### src/rtl/display_scan_if.sv
// -----------------------------------------------------------------------------
// display_scan_if
// Producer-to-display handshake bundle for display_scan_controller.
//   value : packed hex digits, digit 0 (leftmost) in the top nibble
//   load  : value valid, driven by the producer
//   ready : shadow register free, driven by the display controller
// Modports: master = value producer, slave = display controller.
// -----------------------------------------------------------------------------
interface display_scan_if #(
    parameter int NDIG = 2
);
    logic [4*NDIG-1:0] value;
    logic              load;
    logic              ready;

    modport master (output value, output load, input ready);
    modport slave  (input value, input load, output ready);
endinterface

### src/rtl/display_scan_controller.sv
// -----------------------------------------------------------------------------
// display_scan_controller
// Time-multiplexed scan of a common-cathode multi-digit seven-segment display.
// Each digit slot is a blanked dead-time interval followed by the lit interval;
// new values land in a shadow register and are committed to the displayed
// value only at the frame boundary (end of the last digit's lit interval).
//
// Ports:
//   clk      : system clock
//   reset    : synchronous, active-high
//   bus      : display_scan_if.slave (value / load / ready handshake)
//   led_port : segments {g,f,e,d,c,b,a}, active-high
//   digit_en : one-hot digit select, bit i = digit i
//   c        : high while the scan index is 0 (left digit cathode select)
//
// Optional build macro: LEADING_ZERO_BLANK_EN -- blank leading zero digits
// (the rightmost digit is always decoded).
// -----------------------------------------------------------------------------
module display_scan_controller #(
    parameter int NDIG            = 2,
    parameter int TICKS_PER_DIGIT = 60000,
    parameter int DEAD_CYCLES     = 600
) (
    input  logic              clk,
    input  logic              reset,
    display_scan_if.slave     bus,
    output logic [6:0]        led_port,
    output logic [NDIG-1:0]   digit_en,
    output logic              c
);

    localparam int CNT_BIG = (TICKS_PER_DIGIT > DEAD_CYCLES) ? TICKS_PER_DIGIT : DEAD_CYCLES;
    localparam int CNT_MAX = (CNT_BIG > 1) ? CNT_BIG : 1;
    localparam int CNT_W   = (CNT_MAX > 1) ? $clog2(CNT_MAX) : 1;
    localparam int IDX_W   = (NDIG > 1) ? $clog2(NDIG) : 1;

    localparam logic [CNT_W-1:0] TICK_LAST = CNT_W'(TICKS_PER_DIGIT - 1);
    localparam logic [CNT_W-1:0] DEAD_LAST = CNT_W'((DEAD_CYCLES > 0) ? DEAD_CYCLES - 1 : 0);
    localparam logic [IDX_W-1:0] IDX_LAST  = IDX_W'(NDIG - 1);

    typedef enum logic {
        ST_BLANK = 1'b0,
        ST_SHOW  = 1'b1
    } state_t;

    // With no dead time the scan never visits BLANK, so it also starts in SHOW.
    localparam state_t ST_START = (DEAD_CYCLES == 0) ? ST_SHOW : ST_BLANK;

    state_t              state, state_d;
    logic [IDX_W-1:0]    idx, idx_d;
    logic [CNT_W-1:0]    cnt, cnt_d;
    logic [4*NDIG-1:0]   active, active_d;
    logic [4*NDIG-1:0]   shadow;
    logic                pending, pending_d;
    logic                ready_r;
    logic                frame_end;
    logic                accept;
    logic                commit;
    logic [3:0]          digit_d;
    logic [6:0]          led_d;
    logic [NDIG-1:0]     en_d;
    logic                c_d;
`ifdef LEADING_ZERO_BLANK_EN
    logic [4*NDIG-1:0]   upper_d;
`endif

    function automatic logic [6:0] seg_decode(input logic [3:0] d);
        logic [6:0] s;
        case (d)
            4'h0: s = 7'h3F;
            4'h1: s = 7'h06;
            4'h2: s = 7'h5B;
            4'h3: s = 7'h4F;
            4'h4: s = 7'h66;
            4'h5: s = 7'h6D;
            4'h6: s = 7'h7D;
            4'h7: s = 7'h07;
            4'h8: s = 7'h7F;
            4'h9: s = 7'h6F;
            4'hA: s = 7'h77;
            4'hB: s = 7'h7C;
            4'hC: s = 7'h39;
            4'hD: s = 7'h5E;
            4'hE: s = 7'h79;
            default: s = 7'h71;
        endcase
        return s;
    endfunction

    assign bus.ready = ready_r;

    // Next-state, handshake and output decode. Outputs are computed from the
    // next state so the output registers always agree with the state register.
    always_comb begin
        state_d   = state;
        idx_d     = idx;
        cnt_d     = cnt + 1'b1;
        frame_end = 1'b0;
        case (state)
            ST_BLANK: begin
                if (cnt == DEAD_LAST) begin
                    state_d = ST_SHOW;
                    cnt_d   = '0;
                end
            end
            ST_SHOW: begin
                if (cnt == TICK_LAST) begin
                    cnt_d   = '0;
                    state_d = (DEAD_CYCLES == 0) ? ST_SHOW : ST_BLANK;
                    if (idx == IDX_LAST) begin
                        idx_d     = '0;
                        frame_end = 1'b1;
                    end else begin
                        idx_d = idx + 1'b1;
                    end
                end
            end
            default: begin
                state_d = ST_START;
                cnt_d   = '0;
            end
        endcase

        // accept and commit are mutually exclusive: one needs pending low,
        // the other pending high. A load taken on the boundary edge therefore
        // waits for the following boundary.
        accept    = bus.load & ready_r;
        commit    = frame_end & pending;
        active_d  = commit ? shadow : active;
        pending_d = accept ? 1'b1 : (commit ? 1'b0 : pending);

        digit_d = 4'(active_d >> (4 * (NDIG - 1 - int'(idx_d))));
        c_d     = (idx_d == '0);
        en_d    = '0;
        led_d   = '0;
`ifdef LEADING_ZERO_BLANK_EN
        // Digits 0..idx of the value, right-aligned; all zero means this digit
        // is a leading zero.
        upper_d = active_d >> (4 * (NDIG - 1 - int'(idx_d)));
`endif
        if (state_d == ST_SHOW) begin
            en_d  = NDIG'(1) << idx_d;
            led_d = seg_decode(digit_d);
`ifdef LEADING_ZERO_BLANK_EN
            if ((upper_d == '0) && (idx_d != IDX_LAST)) begin
                led_d = '0;
            end
`endif
        end
    end

    always_ff @(posedge clk) begin
        if (reset) begin
            state    <= ST_START;
            idx      <= '0;
            cnt      <= '0;
            active   <= '0;
            shadow   <= '0;
            pending  <= 1'b0;
            ready_r  <= 1'b1;
            led_port <= '0;
            digit_en <= '0;
            c        <= 1'b1;
        end else begin
            state    <= state_d;
            idx      <= idx_d;
            cnt      <= cnt_d;
            active   <= active_d;
            pending  <= pending_d;
            ready_r  <= ~pending_d;
            led_port <= led_d;
            digit_en <= en_d;
            c        <= c_d;
            if (accept) begin
                shadow <= bus.value;
            end
        end
    end

endmodule

### src/flat_wrapper.sv
// flat-port wrapper written by rule: the top's interface ports become plain ports
module display_scan_controller_flat 
#(
    parameter int NDIG            = 2,
    parameter int TICKS_PER_DIGIT = 60000,
    parameter int DEAD_CYCLES     = 600
)
  (clk, reset, led_port, digit_en, c, bus_value, bus_load, bus_ready);
  display_scan_if #(.NDIG(NDIG)) bus_i ();
  input  logic clk;
  input  logic reset;
  output logic [6:0] led_port;
  output logic [NDIG-1:0] digit_en;
  output logic c;
  input wire logic [$bits(bus_i.value)-1:0] bus_value;
  input wire logic [$bits(bus_i.load)-1:0] bus_load;
  output wire logic [$bits(bus_i.ready)-1:0] bus_ready;
  assign bus_i.value = bus_value;
  assign bus_i.load = bus_load;
  assign bus_ready = bus_i.ready;
  display_scan_controller #(.NDIG(NDIG), .TICKS_PER_DIGIT(TICKS_PER_DIGIT), .DEAD_CYCLES(DEAD_CYCLES)) u_core (.clk(clk), .reset(reset), .bus(bus_i), .led_port(led_port), .digit_en(digit_en), .c(c));
endmodule
### config.mk
export PLATFORM = sky130hd
export DESIGN_NAME = display_scan_controller_flat
export DESIGN_NICKNAME = d
export VERILOG_FILES = /design/src/rtl/display_scan_if.sv /design/src/rtl/display_scan_controller.sv /design/src/flat_wrapper.sv
export SDC_FILE = /design/constraint.sdc
export NUM_CORES = 1
export LEC_CHECK = 0
export ABC_AREA = 0
export CORE_ASPECT_RATIO = 0.8
export CORE_UTILIZATION = 59
export DETAILED_ROUTE_END_ITERATION = 16
export HOLD_SLACK_MARGIN = 0.05
export PLACE_DENSITY = 0.93
export SKIP_LAST_GASP = 1
export SLEW_MARGIN = 0
export SYNTH_ARGS = -nofsm -noshare
export SYNTH_HDL_FRONTEND = slang
export SYNTH_SLANG_ARGS = --single-unit
### constraint.sdc
create_clock -name clk -period 7.86 [get_ports clk]
set_input_delay 0.786 -clock clk [delete_from_list [all_inputs] [get_ports clk]]
set_output_delay 0.786 -clock clk [all_outputs]
set_load 0.1 [all_outputs]
==> results.md, run 1 <==
* Most frequent CP cell: mux2i_1
* Initial antenna violation count at 0
* Setup TNS at 0 ns
* Root Buffer: clkbuf_8
* Largest net degree at the start of global routing at 21
* Post-place setup slack at 4.325 ns
* Post-synth EDFFs at 0
* Final Hold Vio Count at 0
* Leakage at 0.9394 nW
* Smallest setup slack after layout at 4.322 ns
* Initial core utilization at 64.59%
* RSZ-0062 raised after global routing: false
* Synthesized area per cell at 9.564 µm²
* Slowest stage cell, crit path: or4b_1
* Synth top area share at 44.58%
* Uppermost layer routed: met4
* CP Launch Type: flop
* NumNets Final at 256
* Clk network pwr share at 39.4%
* Die height at 54.93 µm
* Sw Pwr at 0.09198 mW
* Hold depth at 2
* Metal3 WL at 218 µm
* Via-per-instance ratio at 5.715
* Hold_buf cts at 0
* Cell area after synthesis at 2066 µm²
* TritonCTS clock tree: done
* Post-CTS resize count at 0
* Fmax at 282.7 MHz
* All-Layer GR Usage at 24.66%
* CP arrival at 3.73 ns
* Final wirelength at 3.957 mm
* Share of layout cells above drive strength 1 at 8.861%
* Setup Crit Path Kind: flop to flop
* Non-filler cells in the finished layout at 277
* Clock skew at 0.003648 ns
* Metal-1 WL at 1.888 mm
* Ys flop type: dfxtp_1
* Crit-path leading delay family: simple AND/OR/NAND/NOR gates
* Clock transition at path regs at 0.08 ns
* R2R depth at 12
* Top cells by area, synth: dfxtp_1, mux2i_1, ha_1
* Site Rows at 18
* Crit-path cells: or4b_1 -> nor4_2 -> ha_1 -> nand3_1 -> mux2i_1 -> mux2i_1 -> inv_1 -> ha_1 -> inv_1 -> mux2i_1 -> mux2i_1 -> nor2_1
* Final Total Pwr at 0.4338 mW
* Req. time, crit path at 8.05 ns
* I/O pin cnt at 22
* DRT Pass-1 Iters at 4
* Max H-tree Level at 2
* R2r setup slk at 4.32 ns
* Hold Crit Start: u_core.shadow[0]$_SDFFE_PP0P_
* Die W at 68.16 µm
* Register bit total from synthesis at 46
* Status: finished clean
* DR DRC count at 0
* Pwr Density at 181.9 nW/µm²
* Max Cap Viol at 0
* Worst-path maximum fanout at 10
* Int Power at 0.3418 mW
* Headroom to the max-slew limit at 35.47%
* Reg power frac at 55.8%
* Routed vias at 1583
* CTS Sinks at 46
* Final setup violation count at 0
* CP peak stage delay at 0.56 ns
* Crit share post-route at 45.01%
* Reg2reg end: u_core.led_port[3]$_SDFF_PP0_
* Placed Instances at 269
* Synth cell count leaders: dfxtp_1, nor2_1, mux2i_1, nand2_1, nand3_1
* Initial drt markers at 76
* Async S/R FF share, synth at 0%
* Kind of end point of the critical path: flop
* Buf+Inv Stages, Crit Path at 2
* Fillers at 236
* Final Cell Area at 2385 µm²
* Synthesized netlist cell count at 216
* Power share of the combinational group at 4.8%
* Ant. Diodes at 0
* Slew @ Worst Pin at 0.9649 ns
* Final Critical Period at 3.538 ns
* Switch share at 21.20%
* Die area at 3743 µm²
* Global-route wire length before repair at 6.706 mm
* ANT nets after route at 0
* Synth unique cells at 44
* Post-CTS Setup Bufs at 0
* Min-Delay Endpoint: u_core.shadow[0]$_SDFFE_PP0P_
* Clk_lat worst skew at 0.30 ns
* Hold/Removal Path Class: flop to flop
* HPWL after DPL at 2.743 mm
* CTS Buf Count at 5
* Total grt overflow at 0
* Worst vdd ir at 0.1254 mV
* Synth warn at 0
* Routed wire length per instance at 14.29 µm
* Share of the yosys chip area belonging to registers at 44.58%
* IO Port Bufs at 21
* Worst reg2reg startpoint: u_core.cnt[7]$_SDFF_PP0_
* Core area at 3198 µm²
* Syn nets at 236
* Slew Limit Fails at 0
* RD Place Congestion at 0.8868
* Vias in the first global route at 1515
* Area leader, netlist: dfxtp_1
* CTS max path bufs at 2
* Post-DP Area at 2278 µm²
* Count leader, synth: dfxtp_1
* Met2 Routed Length at 1.764 mm
* Layout Area Growth over Synthesis at 15.45%
==> power groups by stage <==
stage          registers [mW]  logic [mW]  clock network (mW)
6_report                0.242      0.0206               0.171
5_1_grt                 0.243      0.0228               0.185
4_1_cts                 0.242      0.0206               0.173
3_5_place_dp            0.247      0.0204                   0
3_3_place_gp            0.247      0.0200                   0
2_1_floorplan           0.248      0.0108                   0
==> metrics by stage <==
stage | utilization (%) | hold slack, ns
2_1_floorplan | - | 0.4261
3_3_place_gp | 71.24 | 0.4433
3_5_place_dp | 71.24 | 0.4530
4_1_cts | 74.57 | 0.4708
5_1_grt | 74.57 | 0.5046
6_report | 74.57 | 0.4676
==> final cells by class <==
type / count / area, µm² / area share, %
multi-input cells: 148 / 1044 / 43.76
flip-flops and latches: 46 / 920.9 / 38.61
repair buffers: 21 / 210.2 / 8.814
clock buffers: 7 / 76.32 / 3.200
inverters: 14 / 53.80 / 2.256
well taps: 40 / 50.05 / 2.099
clock inverters: 1 / 30.03 / 1.259
==> layer usage <==
layer  up-vias  track usage (%)
met4         0            9.028
met2        55            38.24
met1       739            32.78
li1        779                -
met5         -                0
met3        10            7.172
==> worst max-delay path by stage <==
stage                             startpoint                       endpoint  slack (ns)  cells after the start
floorplan           u_core.cnt[7]$_SDFF_PP0_  u_core.led_port[5]$_SDFF_PP0_        4.76                     10
global placement    u_core.cnt[7]$_SDFF_PP0_  u_core.led_port[5]$_SDFF_PP0_        4.42                     11
detailed placement  u_core.cnt[7]$_SDFF_PP0_  u_core.led_port[3]$_SDFF_PP0_        4.33                     12
CTS                 u_core.cnt[7]$_SDFF_PP0_  u_core.led_port[3]$_SDFF_PP0_        4.30                     12
global route        u_core.cnt[8]$_SDFF_PP0_  u_core.led_port[3]$_SDFF_PP0_        3.97                     12
finish              u_core.cnt[7]$_SDFF_PP0_  u_core.led_port[3]$_SDFF_PP0_        4.32                     12
==> worst min-delay path: cells and delay by family, from the launching register on <==
kind / cells / cell delay [ns]
flip-flops: 1 / 0.32
AO/OA/AOI/OAI: 1 / 0.05
AND/OR/NAND/NOR: 1 / 0.05
==> flip-flops by register name, indices dropped and copies added, names as in the netlist <==
signal,cells
u_core.cnt,16
u_core.active,8
u_core.shadow,8
u_core.led_port,7
u_core.digit_en,2
u_core.bus.ready,1
u_core.c,1
u_core.idx,1
u_core.pending,1
u_core.state,1
==> cells by family after synthesis <==
group                      share of synthesized area [%]
and+or+nand+nor                                    20.41
DFF                                                44.58
AOI/OAI and AO/OA                                  8.117
buffers and inverters                              4.905
muxes                                              11.02
xor gates and xnor gates                           5.512
adders and majority gates                          5.451
==> cells in the final DEF, fill, tap and decap left out, types with 2 or more instances in the layout <==
cell type and instances:
nand2_1 15, and3_1 2, clkbuf_1 2, clkbuf_8 5, nand3_1 14, o21ai_0 2, inv_1 12, dfxtp_1 46
xnor2_1 9, nor3_1 4, a221oi_2 2, nand4_1 4, mux4_2 2, nor2_1 30, mux2i_1 16, clkdlybuf4s50_1 21
ha_1 9, xor2_1 4, a21oi_1 11, or3_1 2
Power figures use the tool's default switching activity.
==> inputs of run 2 (changes only) <==
--- a/config.mk
+++ b/config.mk
@@ -7,10 +7,10 @@
 export LEC_CHECK = 0
 export ABC_AREA = 0
 export CORE_ASPECT_RATIO = 0.8
-export CORE_UTILIZATION = 59
+export CORE_UTILIZATION = 50
 export DETAILED_ROUTE_END_ITERATION = 16
 export HOLD_SLACK_MARGIN = 0.05
-export PLACE_DENSITY = 0.93
+export PLACE_DENSITY = 0.85
 export SKIP_LAST_GASP = 1
 export SLEW_MARGIN = 0
 export SYNTH_ARGS = -nofsm -noshare
==> constraint.sdc (replaced) <==
create_clock -name clk -period 3 [get_ports clk]
set_input_delay 0.3 -clock clk [delete_from_list [all_inputs] [get_ports clk]]
set_output_delay 0.3 -clock clk [all_outputs]
set_load 0.1 [all_outputs]
==> run 2 against run 1 <==
  * Count of clock-buffer cells in the layout decreased by 1
  * Non-clock buffer count up 14
  * Worst hold slack worse by 0.0023 ns
  * Combinational power rose to 2.6 times the previous value
  * Die area rose by 17%
  * Worst setup slack worse by 4.3 ns
  * Total power increased by 140%
  * Global-route usage fell by 5.1 points
  * Clock skew increased by 0.0016 ns
  * Largest power group unchanged
  * Clock power is 110% higher
  * Sequential cell count unchanged
==> results.md, run 2 (synthesized netlist as in run 1, its figures left out) <==
* Global-route wire length before repair at 6.506 mm
* Via-per-instance ratio at 5.325
* Die height at 59.49 µm
* RSZ-0062 raised after global routing: true
* Setup TNS at 0 ns
* Max FFs per register at 16
* I/O pin cnt at 22
* Vias in the first global route at 1504
* Initial drt markers at 108
* IO Port Bufs at 21
* CTS Buf Count at 5
* Routed vias at 1624
* Hold_buf cts at 0
* Largest net degree at the start of global routing at 21
* Core area at 3879 µm²
* RD Place Congestion at 0.8682
* Root Buffer: clkbuf_8
* Slew @ Worst Pin at 0.9630 ns
* Headroom to the max-slew limit at 35.60%
* All-Layer GR Usage at 19.54%
* Crit share post-route at 97.86%
* Final wirelength at 4.123 mm
* TritonCTS clock tree: done
* DR DRC count at 0
* Site Rows at 20
* Clock skew at 0.005236 ns
* Fin util at 66.68%
* DRT Pass-1 Iters at 4
* Commonest cells after routing, fill and taps aside: dfxtp_1, nor2_1, clkdlybuf4s50_1
* Initial antenna violation count at 0
* Regs by FF count: u_core.cnt: 16 flops, u_core.active: 8 flops, u_core.shadow: 8 flops
* M2 GR Usage at 31.72%
* HPWL after DPL at 2.719 mm
* Met1 Track Usage GR at 24.84%
* Clk_lat worst skew at 0.29 ns
* ANT nets after route at 0
* CTS Sinks at 46
* Worst hold slack at 0.4653 ns
* Slew Limit Fails at 0
* Commonest non-fill, non-tap cell in the layout: dfxtp_1
* Final setup violation count at 0
* Setup Crit Path Kind: flop to flop
* CP Launch Type: flop
* Max Cap Viol at 0
* Hold/Removal Path Class: flop to flop
* Total grt overflow at 0
* Share of layout cells above drive strength 1 at 19.60%
* Req. time, crit path at 3.23 ns
* Max H-tree Level at 2
* Kind of end point of the critical path: flop
* CTS max path bufs at 2
* Die W at 73.87 µm
* Worst-path maximum fanout at 5
* Die area at 4394 µm²
* Initial core utilization at 53.26%
* Layout Area Growth over Synthesis at 25.20%
* Status: finished clean
* Worst vdd ir at 0.2763 mV
* Busiest grt layer: met2
* NumNets Final at 271
* Largest Register: u_core.cnt
* Routed wire length per instance at 13.52 µm
* Final Hold Vio Count at 0
* CP arrival at 3.17 ns
* Leakage at 0.9999 nW
* Met3 Usage GRT at 6.122%
* Pwr Density at 404.4 nW/µm²
* Ant. Diodes at 0
* Fmax at 340.6 MHz
* Final Critical Period at 2.936 ns
* Clock transition at path regs at 0.07 ns
run 2: cell count changes in the layout (fill, tap and decap cells not counted), moves of 3 or more:
cell / delta
mux2i_4: +3
mux2i_2: +3
mux2i_1: -6
buf_4: +14
run 2: critical path: stages (launching register included):
cell	delay, ns
dfxtp_1	0.32
or4b_4	0.56
nor4_4	0.25
ha_1	0.30
mux2i_4	0.23
mux4_2	0.62
buf_4	0.18
nor3_1	0.24
o31a_1	0.19
run 2: per-layer routing:
layer	share of wire, %	wire length, µm
met1	49	2004
met2	45	1854
met3	5.0	208
met4	1.4	56
met5	0	0
run 2: final timing paths:
path / endpoint / slack (ns) / from / cells past startpoint
setup / recovery: u_core.led_port[0]$_SDFF_PP0_ / 0.06 / u_core.cnt[8]$_SDFF_PP0_ / 8
hold / removal: u_core.cnt[0]$_SDFF_PP0_ / 0.47 / u_core.cnt[0]$_SDFF_PP0_ / 1
setup reg to reg: u_core.led_port[0]$_SDFF_PP0_ / 0.06 / u_core.cnt[8]$_SDFF_PP0_ / 8
hold reg to reg: u_core.cnt[0]$_SDFF_PP0_ / 0.47 / u_core.cnt[0]$_SDFF_PP0_ / 1
run 2: cell type report:
cell class,instances,area [µm²]
Timing Repair Buffer,35,316.6
Multi-Input combinational cell,149,1142
Fill cell,304,1292
Inverter,14,53.80
Tap cell,55,68.82
Sequential cell,46,922.1
Clock buffer,6,82.58
run 2: where the power goes:
part	switching (mW)	total, mW	leakage [nW]	internal [mW]
clock	0.179	0.357	0.0431	0.178
sequential	0.0137	0.636	0.373	0.623
combinational	0.0290	0.0530	0.583	0.0241
run 2: per-stage QoR:
stage / power, mW / area [µm²] / instances / worst slack, ns
detailed placement: 0.7009 / 2375 / 293 / 0.04838
global route: 1.083 / 2586 / 305 / -0.05900
CTS: 1.049 / 2457 / 299 / 0.01869
global placement: 0.6993 / 2375 / 293 / 0.1860
finish: 1.046 / 2586 / 305 / 0.06422
floorplan: 0.6794 / 2078 / 216 / 0.08571
run 2: repair_timing:
item                       4_1_cts  5_1_grt
setup endpoints to repair        0        7
buffers inserted                 0        5
resized for setup                0       17
